[config.mk]
export PLATFORM = sky130hd
export DESIGN_NAME = wr_port_arbiter
export DESIGN_NICKNAME = d
export VERILOG_FILES = /design/src/rtl/wr_port_arbiter.sv
export SDC_FILE = /design/constraint.sdc
export NUM_CORES = 1
export LEC_CHECK = 0
export CORE_UTILIZATION = 45
export DETAILED_ROUTE_END_ITERATION = 12
export MAX_ROUTING_LAYER = met4
export PLACE_DENSITY_LB_ADDON = 0.25
export SYNTH_ARGS = -nofsm -noshare
export SYNTH_HDL_FRONTEND = slang
export SYNTH_SLANG_ARGS = --single-unit
[constraint.sdc]
create_clock -name clk -period 4.1 [get_ports clk]
set_input_delay 0.82 -clock clk [delete_from_list [all_inputs] [get_ports clk]]
set_output_delay 0.82 -clock clk [all_outputs]
set_load 0.1 [all_outputs]
[src/rtl/wr_port_arbiter.sv]
// wr_port_arbiter
//   Round-robin arbiter that shares one register-file write port among four
//   writeback sources. A grant lasts until the grantee aborts (drops its
//   request), signals its final cycle with last, or reaches MAX_HOLD cycles.
//   On release the next requester is picked starting just after the releasing
//   source, with no idle bubble.
//
// Ports
//   clk          in   rising-edge clock
//   reset_n      in   asynchronous active-low reset
//   req[3:0]     in   per-source request, held for the whole transaction
//   last         in   grantee's final cycle, only looked at while granted
//   grant[3:0]   out  one-hot grant, zero when no grant is active
//   grant_idx    out  index of current grantee, 0 when idle
//   grant_valid  out  a grant is active this cycle
//   timeout      out  this cycle is the forced-final cycle of the grant
//
// state   | meaning
// S_IDLE  | no grant active, waiting for any request
// S_GRANT | grant_idx owns the write port, hold_q counts cycles held

module wr_port_arbiter #(
    parameter int MAX_HOLD = 8
) (
    input  logic       clk,
    input  logic       reset_n,
    input  logic [3:0] req,
    input  logic       last,
    output logic [3:0] grant,
    output logic [1:0] grant_idx,
    output logic       grant_valid,
    output logic       timeout
);

    localparam int HW = (MAX_HOLD > 1) ? $clog2(MAX_HOLD) : 1;
    localparam logic [HW-1:0] HOLD_MAX = HW'(MAX_HOLD - 1);

    typedef enum logic {
        S_IDLE  = 1'b0,
        S_GRANT = 1'b1
    } state_t;

    state_t        state_q, state_d;
    logic [1:0]    ptr_q, ptr_d;
    logic [1:0]    idx_q, idx_d;
    logic          valid_q, valid_d;
    logic [HW-1:0] hold_q, hold_d;

    logic          hold_at_max;
    logic          release_now;

    // First requester in rotation order p, p+1, p+2, p+3. Scanning from the
    // farthest offset down lets the nearest requester overwrite the others.
    function automatic logic [1:0] pick(input logic [3:0] r, input logic [1:0] p);
        logic [1:0] sel;
        logic [1:0] cand;
        sel = p;
        for (int k = 3; k >= 0; k--) begin
            cand = p + 2'(k);
            if (r[cand]) sel = cand;
        end
        return sel;
    endfunction

    assign hold_at_max = (hold_q == HOLD_MAX);
    assign release_now = ~req[idx_q] | last | hold_at_max;

    always_ff @(posedge clk or negedge reset_n) begin
        if (!reset_n) begin
            state_q <= S_IDLE;
            ptr_q   <= 2'd0;
            idx_q   <= 2'd0;
            valid_q <= 1'b0;
            hold_q  <= '0;
        end else begin
            state_q <= state_d;
            ptr_q   <= ptr_d;
            idx_q   <= idx_d;
            valid_q <= valid_d;
            hold_q  <= hold_d;
        end
    end

    always_comb begin
        state_d = state_q;
        ptr_d   = ptr_q;
        idx_d   = idx_q;
        valid_d = valid_q;
        hold_d  = hold_q;
        case (state_q)
            S_IDLE: begin
                if (|req) begin
                    state_d = S_GRANT;
                    idx_d   = pick(req, ptr_q);
                    valid_d = 1'b1;
                    hold_d  = '0;
                end
            end
            S_GRANT: begin
                if (release_now) begin
                    // Releasing source drops to lowest priority.
                    ptr_d = idx_q + 2'd1;
                    if (|req) begin
                        idx_d  = pick(req, idx_q + 2'd1);
                        hold_d = '0;
                    end else begin
                        state_d = S_IDLE;
                        idx_d   = 2'd0;
                        valid_d = 1'b0;
                        hold_d  = '0;
                    end
                end else begin
                    hold_d = hold_q + HW'(1);
                end
            end
            default: begin
                state_d = S_IDLE;
                idx_d   = 2'd0;
                valid_d = 1'b0;
                hold_d  = '0;
            end
        endcase
    end

    always_comb begin
        grant       = valid_q ? (4'b0001 << idx_q) : 4'b0000;
        grant_idx   = idx_q;
        grant_valid = valid_q;
        // A coincident last ends the grant normally, so it is not a timeout.
        timeout     = valid_q & hold_at_max & ~last;
    end

endmodule
==> report_table.html, run 1 <==
<table>
<tr><th>Metric</th><th>Value</th></tr>
<tr><th colspan="2">Finish</th></tr>
<tr><td>Leading cell types in the layout, fill and taps excluded</td><td>clkdlybuf4s50_1 (10), dfrtp_1 (9), ha_1 (8)</td></tr>
<tr><td>Final net count</td><td>116</td></tr>
<tr><td>Final cell area excluding filler cells</td><td>985.9 um2</td></tr>
<tr><td>Antenna Cells</td><td>0</td></tr>
<tr><td>Share of post-route cells with drive strength above 1</td><td>0.1800</td></tr>
<tr><td>Layout Utilization</td><td>0.5710</td></tr>
<tr><td>Most frequent standard cell in the layout excluding fill and tap cells</td><td>clkdlybuf4s50_1</td></tr>
<tr><td>Area Overhead vs Synth</td><td>19.21%</td></tr>
<tr><td>Final cell count without fillers</td><td>125</td></tr>
<tr><th colspan="2">Placement</th></tr>
<tr><td>Post-detailed-placement cell area</td><td>958.4 um2</td></tr>
<tr><td>Global placement routability congestion</td><td>0.8001</td></tr>
<tr><td>Count of port buffers added during placement</td><td>14</td></tr>
<tr><td>Detailed placer's ending HPWL</td><td>1166 um</td></tr>
<tr><td>Cell total after placement</td><td>121</td></tr>
<tr><th colspan="2">STA</th></tr>
<tr><td>Final Hold Viols</td><td>0</td></tr>
<tr><td>Slew Limit Headroom</td><td>0.3536</td></tr>
<tr><td>Crit share post-route</td><td>0.7955</td></tr>
<tr><td>Top achievable clock speed</td><td>306.6 MHz</td></tr>
<tr><td>Final setup skew</td><td>0.0003398 ns</td></tr>
<tr><td>Transition time of the tightest slew-check pin</td><td>0.9666 ns</td></tr>
<tr><td>Pins Over Slew Limit</td><td>0</td></tr>
<tr><td>Final worst path period need</td><td>3.261 ns</td></tr>
<tr><td>Setup violation total in the final timing report</td><td>0</td></tr>
<tr><td>Setup TNS Final</td><td>0 ns</td></tr>
<tr><td>RSZ-0062 raised after global routing</td><td>no</td></tr>
<tr><th colspan="2">Power</th></tr>
<tr><td>Cell Pwr Density</td><td>617.9 mW/mm2</td></tr>
<tr><td>Maximum vdd ir drop</td><td>0.2897 mV</td></tr>
<tr><td>Part of the total power dissipated in sequential elements</td><td>0.269</td></tr>
<tr><td>Comb pwr share</td><td>0.623</td></tr>
<tr><td>Pint</td><td>309.6 uW</td></tr>
<tr><td>Cell leakage power</td><td>0.0004542 uW</td></tr>
<tr><td>Sw Share</td><td>0.4918</td></tr>
<tr><td>Relative contribution of the clock network to total power</td><td>0.108</td></tr>
<tr><td>Post-layout power</td><td>609.2 uW</td></tr>
<tr><td>Total net switching power</td><td>299.6 uW</td></tr>
<tr><th colspan="2">Clocking</th></tr>
<tr><td>Clock latency reported for the late side of the worst-skew pair</td><td>0.26 ns</td></tr>
<tr><td>Number of clock sinks</td><td>9</td></tr>
<tr><td>Number of levels in the clock H-tree</td><td>1</td></tr>
<tr><td>Reg clk slew, reported paths</td><td>0.06 ns</td></tr>
<tr><td>Count of cells resized by post-cts repair</td><td>0</td></tr>
<tr><td>Number of setup buffers added after CTS</td><td>0</td></tr>
<tr><td>Number of buffers between clock root and the deepest sink</td><td>2</td></tr>
<tr><td>Clock root buffer master</td><td>clkbuf_4</td></tr>
<tr><td>Hold_buf cts</td><td>0</td></tr>
<tr><td>Number of clock buffers inserted by TritonCTS</td><td>3</td></tr>
<tr><td>CTS tree</td><td>yes</td></tr>
<tr><th colspan="2">Worst setup path</th></tr>
<tr><td>Capturing element type of the critical path</td><td>output port</td></tr>
<tr><td>CP Max Fanout</td><td>17</td></tr>
<tr><td>Data arrival, critical path</td><td>2.44 ns</td></tr>
<tr><td>Type of the worst setup path</td><td>flop to output port</td></tr>
<tr><td>Data required time at the worst endpoint</td><td>3.28 ns</td></tr>
<tr><td>Startpoint kind of the worst setup timing path</td><td>flop</td></tr>
<tr><th colspan="2">Synthesis</th></tr>
<tr><td>Number of enable-type register cells in the synthesized netlist</td><td>0</td></tr>
<tr><td>Number of nets in the synthesized netlist</td><td>102</td></tr>
<tr><td>Top_reg_cell synth</td><td>dfrtp_1</td></tr>
<tr><td>Register bit count reported by yosys</td><td>9</td></tr>
<tr><td>Mapped Avg Cell Area</td><td>9.506 um2</td></tr>
<tr><td>Number of unique standard cell types used by synthesis</td><td>37</td></tr>
<tr><td>Sequential share of the synthesized area</td><td>0.2723</td></tr>
<tr><td>Gate count of the mapped netlist</td><td>87</td></tr>
<tr><td>Post-synthesis cell area</td><td>827.0 um2</td></tr>
<tr><td>Share of synthesized registers carrying an async set or reset</td><td>1.000</td></tr>
<tr><td>Warnings, synthesis</td><td>0</td></tr>
<tr><th colspan="2">Routing</th></tr>
<tr><td>Average detailed-routed wire length per instance</td><td>12.39 um</td></tr>
<tr><td>ANT nets after route</td><td>0</td></tr>
<tr><td>Vias per cell</td><td>5.456</td></tr>
<tr><td>Number of vias in the routed layout</td><td>682</td></tr>
<tr><td>DRC violations left</td><td>0</td></tr>
<tr><td>Wirelength, routed</td><td>1549 um</td></tr>
<tr><td>First-iteration detailed-routing DRC count</td><td>15</td></tr>
<tr><td>TritonRoute pass-1 iters</td><td>6</td></tr>
<tr><th colspan="2">Global route</th></tr>
<tr><td>Most congested layer reported by global routing</td><td>met2</td></tr>
<tr><td>Met3 track utilization from global routing</td><td>0.06000</td></tr>
<tr><td>Met1 GRT Util</td><td>0.2590</td></tr>
<tr><td>Via count of the first global-routing pass</td><td>643</td></tr>
<tr><td>Initial antenna violation count</td><td>0</td></tr>
<tr><td>Grt met2 use</td><td>0.3206</td></tr>
<tr><td>GRT Overall Usage</td><td>0.2017</td></tr>
<tr><td>Pin count of the biggest net entering global routing</td><td>18</td></tr>
<tr><td>Wire length of the first global-routing pass</td><td>2829 um</td></tr>
<tr><td>Global route total overflow</td><td>0</td></tr>
<tr><th colspan="2">Min path</th></tr>
<tr><td>Hold/Removal Path Class</td><td>flop to flop</td></tr>
<tr><th colspan="2">Die</th></tr>
<tr><td>Overall die area</td><td>0.002013 mm2</td></tr>
<tr><td>Top Ports</td><td>15</td></tr>
<tr><td>Die Height</td><td>44.87 um</td></tr>
<tr><td>Overall die width</td><td>44.87 um</td></tr>
<tr><td>Core box area</td><td>0.001727 mm2</td></tr>
<tr><td>Count of standard-cell rows</td><td>15</td></tr>
<tr><td>Initial Util</td><td>0.4790</td></tr>
<tr><th colspan="2">Run</th></tr>
<tr><td>Maximum Capacitance Violations</td><td>0</td></tr>
<tr><th colspan="2">Status</th></tr>
<tr><td>Status</td><td>complete, no violations</td></tr>
</table>
[metrics by stage]
stage	setup slack, ns	hold slack [ns]
3_3_place_gp	1.125	0.4964
4_1_cts	0.7965	0.5225
3_5_place_dp	1.068	0.5040
2_1_floorplan	1.059	0.4771
6_report	0.8386	0.5159
5_1_grt	0.6624	0.5328
[worst paths after layout]
| check | cells past startpoint | endpoint | slack (ns) | startpoint |
|---|---|---|---|---|
| max reg2reg | 7 | grant_idx[0] | 1.53 | grant_idx[0] |
| min in group asynchronous | 1 | grant_idx[0] | 0.85 | reset_n |
| max | 4 | grant[2] | 0.84 | grant_idx[0] |
| max in group asynchronous | 1 | state_q | 2.98 | reset_n |
| min | 1 | hold_q[1] | 0.52 | hold_q[1] |
| min reg2reg | 1 | hold_q[1] | 0.52 | hold_q[1] |
[synthesized netlist by cell type, types with 2 or more instances]
cell / instances / area share
nor3_1: 2 / 0.012
inv_2: 2 / 0.0091
buf_2: 3 / 0.018
dfrtp_1: 9 / 0.27
a21o_1: 2 / 0.018
nor2_1: 3 / 0.014
o22ai_1: 2 / 0.015
a21oi_1: 5 / 0.030
mux4_2: 2 / 0.054
ha_1: 8 / 0.12
a22o_1: 3 / 0.032
inv_1: 6 / 0.027
o21ai_0: 5 / 0.030
buf_4: 2 / 0.018
and2_1: 4 / 0.030
nor2b_1: 2 / 0.015
o311a_1: 2 / 0.024
nand2_1: 6 / 0.027
[sequential cells by signal (all words and copies together) (netlist names)]
| register | flops |
|---|---|
| ptr_q | 2 |
| state_q | 1 |
| grant_idx | 2 |
| hold_q | 3 |
| grant_valid | 1 |
[metal layers]
metal / vias up / share of wire
met3: 0 / 0.047
met5: - / 0
met1: 313 / 0.48
met4: 0 / 0
li1: 348 / -
met2: 21 / 0.47
[power by group through the flow]
stage               sequential (uW)  combinational [uW]  clock (uW)
finish                          164                 380        66.0
global route                    174                 417        75.5
CTS                             166                 381        69.4
detailed placement              167                 379           0
global placement                165                 380           0
floorplan                       221                 249           0
[critical path, cell delays in order (launching register included)]
cell	delay [ns]
dfrtp_1	0.69
inv_1	0.16
ha_1	0.22
and2_1	0.14
clkdlybuf4s50_1	0.96
[final cells by class]
class                      count  area, um2
tap                           25      31.28
multi-input combinational     65      541.8
fill                         159      740.7
timing repair buffer          14      130.1
sequential                     9      225.2
clock buffer                   3      22.52
inverter                       8      30.03
clock inverter                 1      5.005
[cell families after synthesis]
family / count (synthesis) / share of synthesized area
AOI/OAI and AO/OA: 27 / 0.2345
adders and majority gates: 8 / 0.1210
buffers and inverters: 13 / 0.07261
DFF: 9 / 0.2723
muxes: 5 / 0.1180
and+or+nand+nor: 25 / 0.1816
No activity file was read; power rests on OpenSTA's default activity.
==> run 2: changes to the inputs <==
Clock period 4.1 ns to 2.68 ns, I/O delays scaled along.
==> run 2 against run 1 <==
Effect of this change:
- sequential share of layout area rose by 0.16 points
- non-clock buffer count rose by 1
- die area is the same
- core utilization is 0.87 points higher
- worst hold slack lost 0.0019 ns
- largest cell class unchanged
- largest power group unchanged
==> report_table.html, run 2 (synthesized netlist as in run 1, its figures left out) <==
<table>
<tr><th>Metric</th><th>Value</th></tr>
<tr><th colspan="2">Worst setup path</th></tr>
<tr><td>Largest delay contributor family on the critical path</td><td>multiplexers</td></tr>
<tr><td>Terminus of the critical flop-to-flop path</td><td>grant_idx[0]</td></tr>
<tr><td>Startpoint kind of the worst setup timing path</td><td>flop</td></tr>
<tr><td>CP Max Fanout</td><td>17 (unchanged)</td></tr>
<tr><td>Capturing element type of the critical path</td><td>flop</td></tr>
<tr><td>Number of cells traversed by the worst register-to-register path</td><td>7 (unchanged)</td></tr>
<tr><td>Data required time at the worst endpoint</td><td>2.82 ns (-0.46 ns)</td></tr>
<tr><td>Combined buffer and inverter count along the critical path</td><td>1 (-1)</td></tr>
<tr><td>Cell Chain, Critical Path</td><td>inv_1 -&gt; ha_1 -&gt; mux4_2 -&gt; nand2_1 -&gt; o41a_1 -&gt; o21bai_2 -&gt; mux2_4</td></tr>
<tr><td>Setup slack of the worst register-to-register path</td><td>0.35 ns (-1.18 ns)</td></tr>
<tr><td>Data arrival, critical path</td><td>2.48 ns (+0.04 ns)</td></tr>
<tr><td>Type of the worst setup path</td><td>flop to flop</td></tr>
<tr><td>Launching point of the worst reg2reg path</td><td>grant_idx[0]</td></tr>
<tr><td>Delay of the slowest critical-path stage</td><td>0.54 ns (-0.42 ns)</td></tr>
<tr><td>Master of the slowest instance on the critical path</td><td>dfrtp_4</td></tr>
<tr><th colspan="2">Power</th></tr>
<tr><td>Cell leakage power</td><td>0.0004662 uW (+2.6%)</td></tr>
<tr><td>Cell Pwr Density</td><td>929.5 mW/mm2 (+50%)</td></tr>
<tr><td>Pint</td><td>474.3 uW (+53%)</td></tr>
<tr><td>Part of the total power dissipated in sequential elements</td><td>0.279 (+0.010)</td></tr>
<tr><td>Sw Share</td><td>0.4902 (-0.001589)</td></tr>
<tr><td>Total net switching power</td><td>456.1 uW (+52%)</td></tr>
<tr><td>Comb pwr share</td><td>0.613 (-0.010)</td></tr>
<tr><td>Relative contribution of the clock network to total power</td><td>0.108 (about the same)</td></tr>
<tr><td>Maximum vdd ir drop</td><td>0.5078 mV (+75%)</td></tr>
<tr><td>Post-layout power</td><td>930.4 uW (+53%)</td></tr>
<tr><th colspan="2">Global route</th></tr>
<tr><td>Via count of the first global-routing pass</td><td>664 (+3.3%)</td></tr>
<tr><td>Pin count of the biggest net entering global routing</td><td>18 (unchanged)</td></tr>
<tr><td>Wire length of the first global-routing pass</td><td>2725 um (-3.7%)</td></tr>
<tr><td>Global route total overflow</td><td>0 (unchanged)</td></tr>
<tr><td>Initial antenna violation count</td><td>0 (unchanged)</td></tr>
<tr><td>GRT Overall Usage</td><td>0.1955 (-0.006284)</td></tr>
<tr><th colspan="2">Routing</th></tr>
<tr><td>Number of vias in the routed layout</td><td>709 (+4.0%)</td></tr>
<tr><td>First-iteration detailed-routing DRC count</td><td>18 (+3)</td></tr>
<tr><td>TritonRoute pass-1 iters</td><td>4 (-2)</td></tr>
<tr><td>ANT nets after route</td><td>0 (unchanged)</td></tr>
<tr><td>DRC violations left</td><td>0 (unchanged)</td></tr>
<tr><td>Wirelength, routed</td><td>1610 um (+3.9%)</td></tr>
<tr><td>Vias per cell</td><td>5.627 (+3.1%)</td></tr>
<tr><td>Average detailed-routed wire length per instance</td><td>12.78 um (+3.1%)</td></tr>
<tr><th colspan="2">Die</th></tr>
<tr><td>Core box area</td><td>0.001727 mm2 (unchanged)</td></tr>
<tr><td>Top Ports</td><td>15 (unchanged)</td></tr>
<tr><td>Die Height</td><td>44.87 um (unchanged)</td></tr>
<tr><td>Overall die width</td><td>44.87 um (unchanged)</td></tr>
<tr><td>Count of standard-cell rows</td><td>15 (unchanged)</td></tr>
<tr><td>Initial Util</td><td>0.4790 (unchanged)</td></tr>
<tr><td>Overall die area</td><td>0.002013 mm2 (unchanged)</td></tr>
<tr><th colspan="2">Finish</th></tr>
<tr><td>Leading cell types in the layout, fill and taps excluded</td><td>ha_1 (8), buf_4 (8), dfrtp_1 (7)</td></tr>
<tr><td>Filler Cells Inserted</td><td>170 (+6.9%)</td></tr>
<tr><td>Footprint of the multi-input gates</td><td>541.8 um2 (unchanged)</td></tr>
<tr><td>Largest reg by FF count</td><td>hold_q</td></tr>
<tr><td>Combined flip-flop and latch cell area</td><td>230.2 um2 (+2.2%)</td></tr>
<tr><td>Antenna Cells</td><td>0 (unchanged)</td></tr>
<tr><td>Share of post-route cells with drive strength above 1</td><td>0.2475 (+0.06752)</td></tr>
<tr><td>Largest register FFs</td><td>3 (unchanged)</td></tr>
<tr><td>Area Overhead vs Synth</td><td>21.03%</td></tr>
<tr><td>Final net count</td><td>117 (+0.86%)</td></tr>
<tr><th colspan="2">Clocking</th></tr>
<tr><td>CTS tree</td><td>yes</td></tr>
<tr><td>Number of buffers between clock root and the deepest sink</td><td>2 (unchanged)</td></tr>
<tr><td>Number of clock sinks</td><td>9 (unchanged)</td></tr>
<tr><td>Clock root buffer master</td><td>clkbuf_4</td></tr>
<tr><td>Reg clk slew, reported paths</td><td>0.06 ns (about the same)</td></tr>
<tr><td>Hold_buf cts</td><td>0 (unchanged)</td></tr>
<tr><td>Number of clock buffers inserted by TritonCTS</td><td>3 (unchanged)</td></tr>
<tr><td>Number of levels in the clock H-tree</td><td>1 (unchanged)</td></tr>
<tr><td>Clock latency reported for the late side of the worst-skew pair</td><td>0.26 ns (about the same)</td></tr>
<tr><td>Number of setup buffers added after CTS</td><td>0 (unchanged)</td></tr>
<tr><td>Count of cells resized by post-cts repair</td><td>0 (unchanged)</td></tr>
<tr><th colspan="2">STA</th></tr>
<tr><td>Transition time of the tightest slew-check pin</td><td>0.4433 ns (-0.5233 ns)</td></tr>
<tr><td>Setup violation total in the final timing report</td><td>0 (unchanged)</td></tr>
<tr><td>Final Hold Viols</td><td>0 (unchanged)</td></tr>
<tr><td>Crit share post-route</td><td>0.8700</td></tr>
<tr><td>Slew Limit Headroom</td><td>0.7035 (+0.3499)</td></tr>
<tr><td>RSZ-0062 raised after global routing</td><td>no</td></tr>
<tr><td>Pins Over Slew Limit</td><td>0 (unchanged)</td></tr>
<tr><td>Final setup skew</td><td>0.0007144 ns (+0.0003746 ns)</td></tr>
<tr><td>Top achievable clock speed</td><td>428.9 MHz</td></tr>
<tr><td>Final worst path period need</td><td>2.332 ns</td></tr>
<tr><td>Setup TNS Final</td><td>0 ns (unchanged)</td></tr>
<tr><td>Tightest hold margin</td><td>0.5139 ns (-0.001943 ns)</td></tr>
<tr><th colspan="2">Placement</th></tr>
<tr><td>Global placement routability congestion</td><td>0.8118 (+1.5%)</td></tr>
<tr><td>Detailed placer's ending HPWL</td><td>1222 um (+4.9%)</td></tr>
<tr><td>Count of port buffers added during placement</td><td>14 (unchanged)</td></tr>
<tr><th colspan="2">Min path</th></tr>
<tr><td>Startpoint of the worst hold path</td><td>hold_q[1]</td></tr>
<tr><td>Hold/Removal Path Class</td><td>flop to flop</td></tr>
<tr><td>Number of stages on the worst hold path</td><td>1 (unchanged)</td></tr>
<tr><td>Endpoint with the worst hold slack</td><td>hold_q[1]</td></tr>
<tr><th colspan="2">Status</th></tr>
<tr><td>Status</td><td>complete, no violations</td></tr>
<tr><th colspan="2">Run</th></tr>
<tr><td>Maximum Capacitance Violations</td><td>0 (unchanged)</td></tr>
</table>
[run 2: cell types whose count changed in the layout (fill, tap and decap cells not counted)]
cell             previous run  this run
dfrtp_2                     0         1
buf_4                       4         8
dfrtp_1                     9         7
buf_12                      0         1
clkdlybuf4s50_1            10         6
dfrtp_4                     0         1
[run 2: worst max path at each step]
stage                       startpoint      endpoint  cells past startpoint
after floorplan           grant_idx[0]  grant_idx[0]                      9
after global placement          req[3]  grant_idx[0]                      6
after detailed placement        req[3]  grant_idx[0]                      6
after CTS                 grant_idx[0]  grant_idx[0]                      7
after global routing      grant_idx[0]  grant_idx[0]                      7
final                     grant_idx[0]  grant_idx[0]                      7
[run 2: per-layer routing]
layer / routed length (um) / GRT usage
met2: 771 / 0.3265
met5: 0 / -
met3: 101 / 0.07600
met1: 737 / 0.2276
met4: 0 / 0.03030
[run 2: cell type report]
type                    instances  share of cell area
well taps                      25             0.03125
multi-input cells              65              0.5413
inverters                       8             0.03000
flip-flops and latches          9              0.2300
clock inverters                 1            0.005000
repair buffers                 15              0.1400
clock buffers                   3             0.02250
[run 2: stage by stage]
| stage | util | instances | worst slack (ns) | cell area, um2 |
|---|---|---|---|---|
| floorplan | - | 87 | 0.1049 | 832.0 |
| global placement | 0.5638 | 122 | 0.1281 | 973.4 |
| detailed placement | 0.5638 | 122 | 0.09206 | 973.4 |
| CTS | 0.5797 | 126 | 0.3439 | 1001 |
| global route | 0.5797 | 126 | 0.2390 | 1001 |
| finish | 0.5797 | 126 | 0.3484 | 1001 |
[run 2: power by group through the flow]
stage	sequential (uW)	combinational (uW)	clock [uW]
global placement	260	568	0
finish	260	570	101
detailed placement	263	571	0
CTS	259	573	105
global route	270	621	115
floorplan	346	380	0
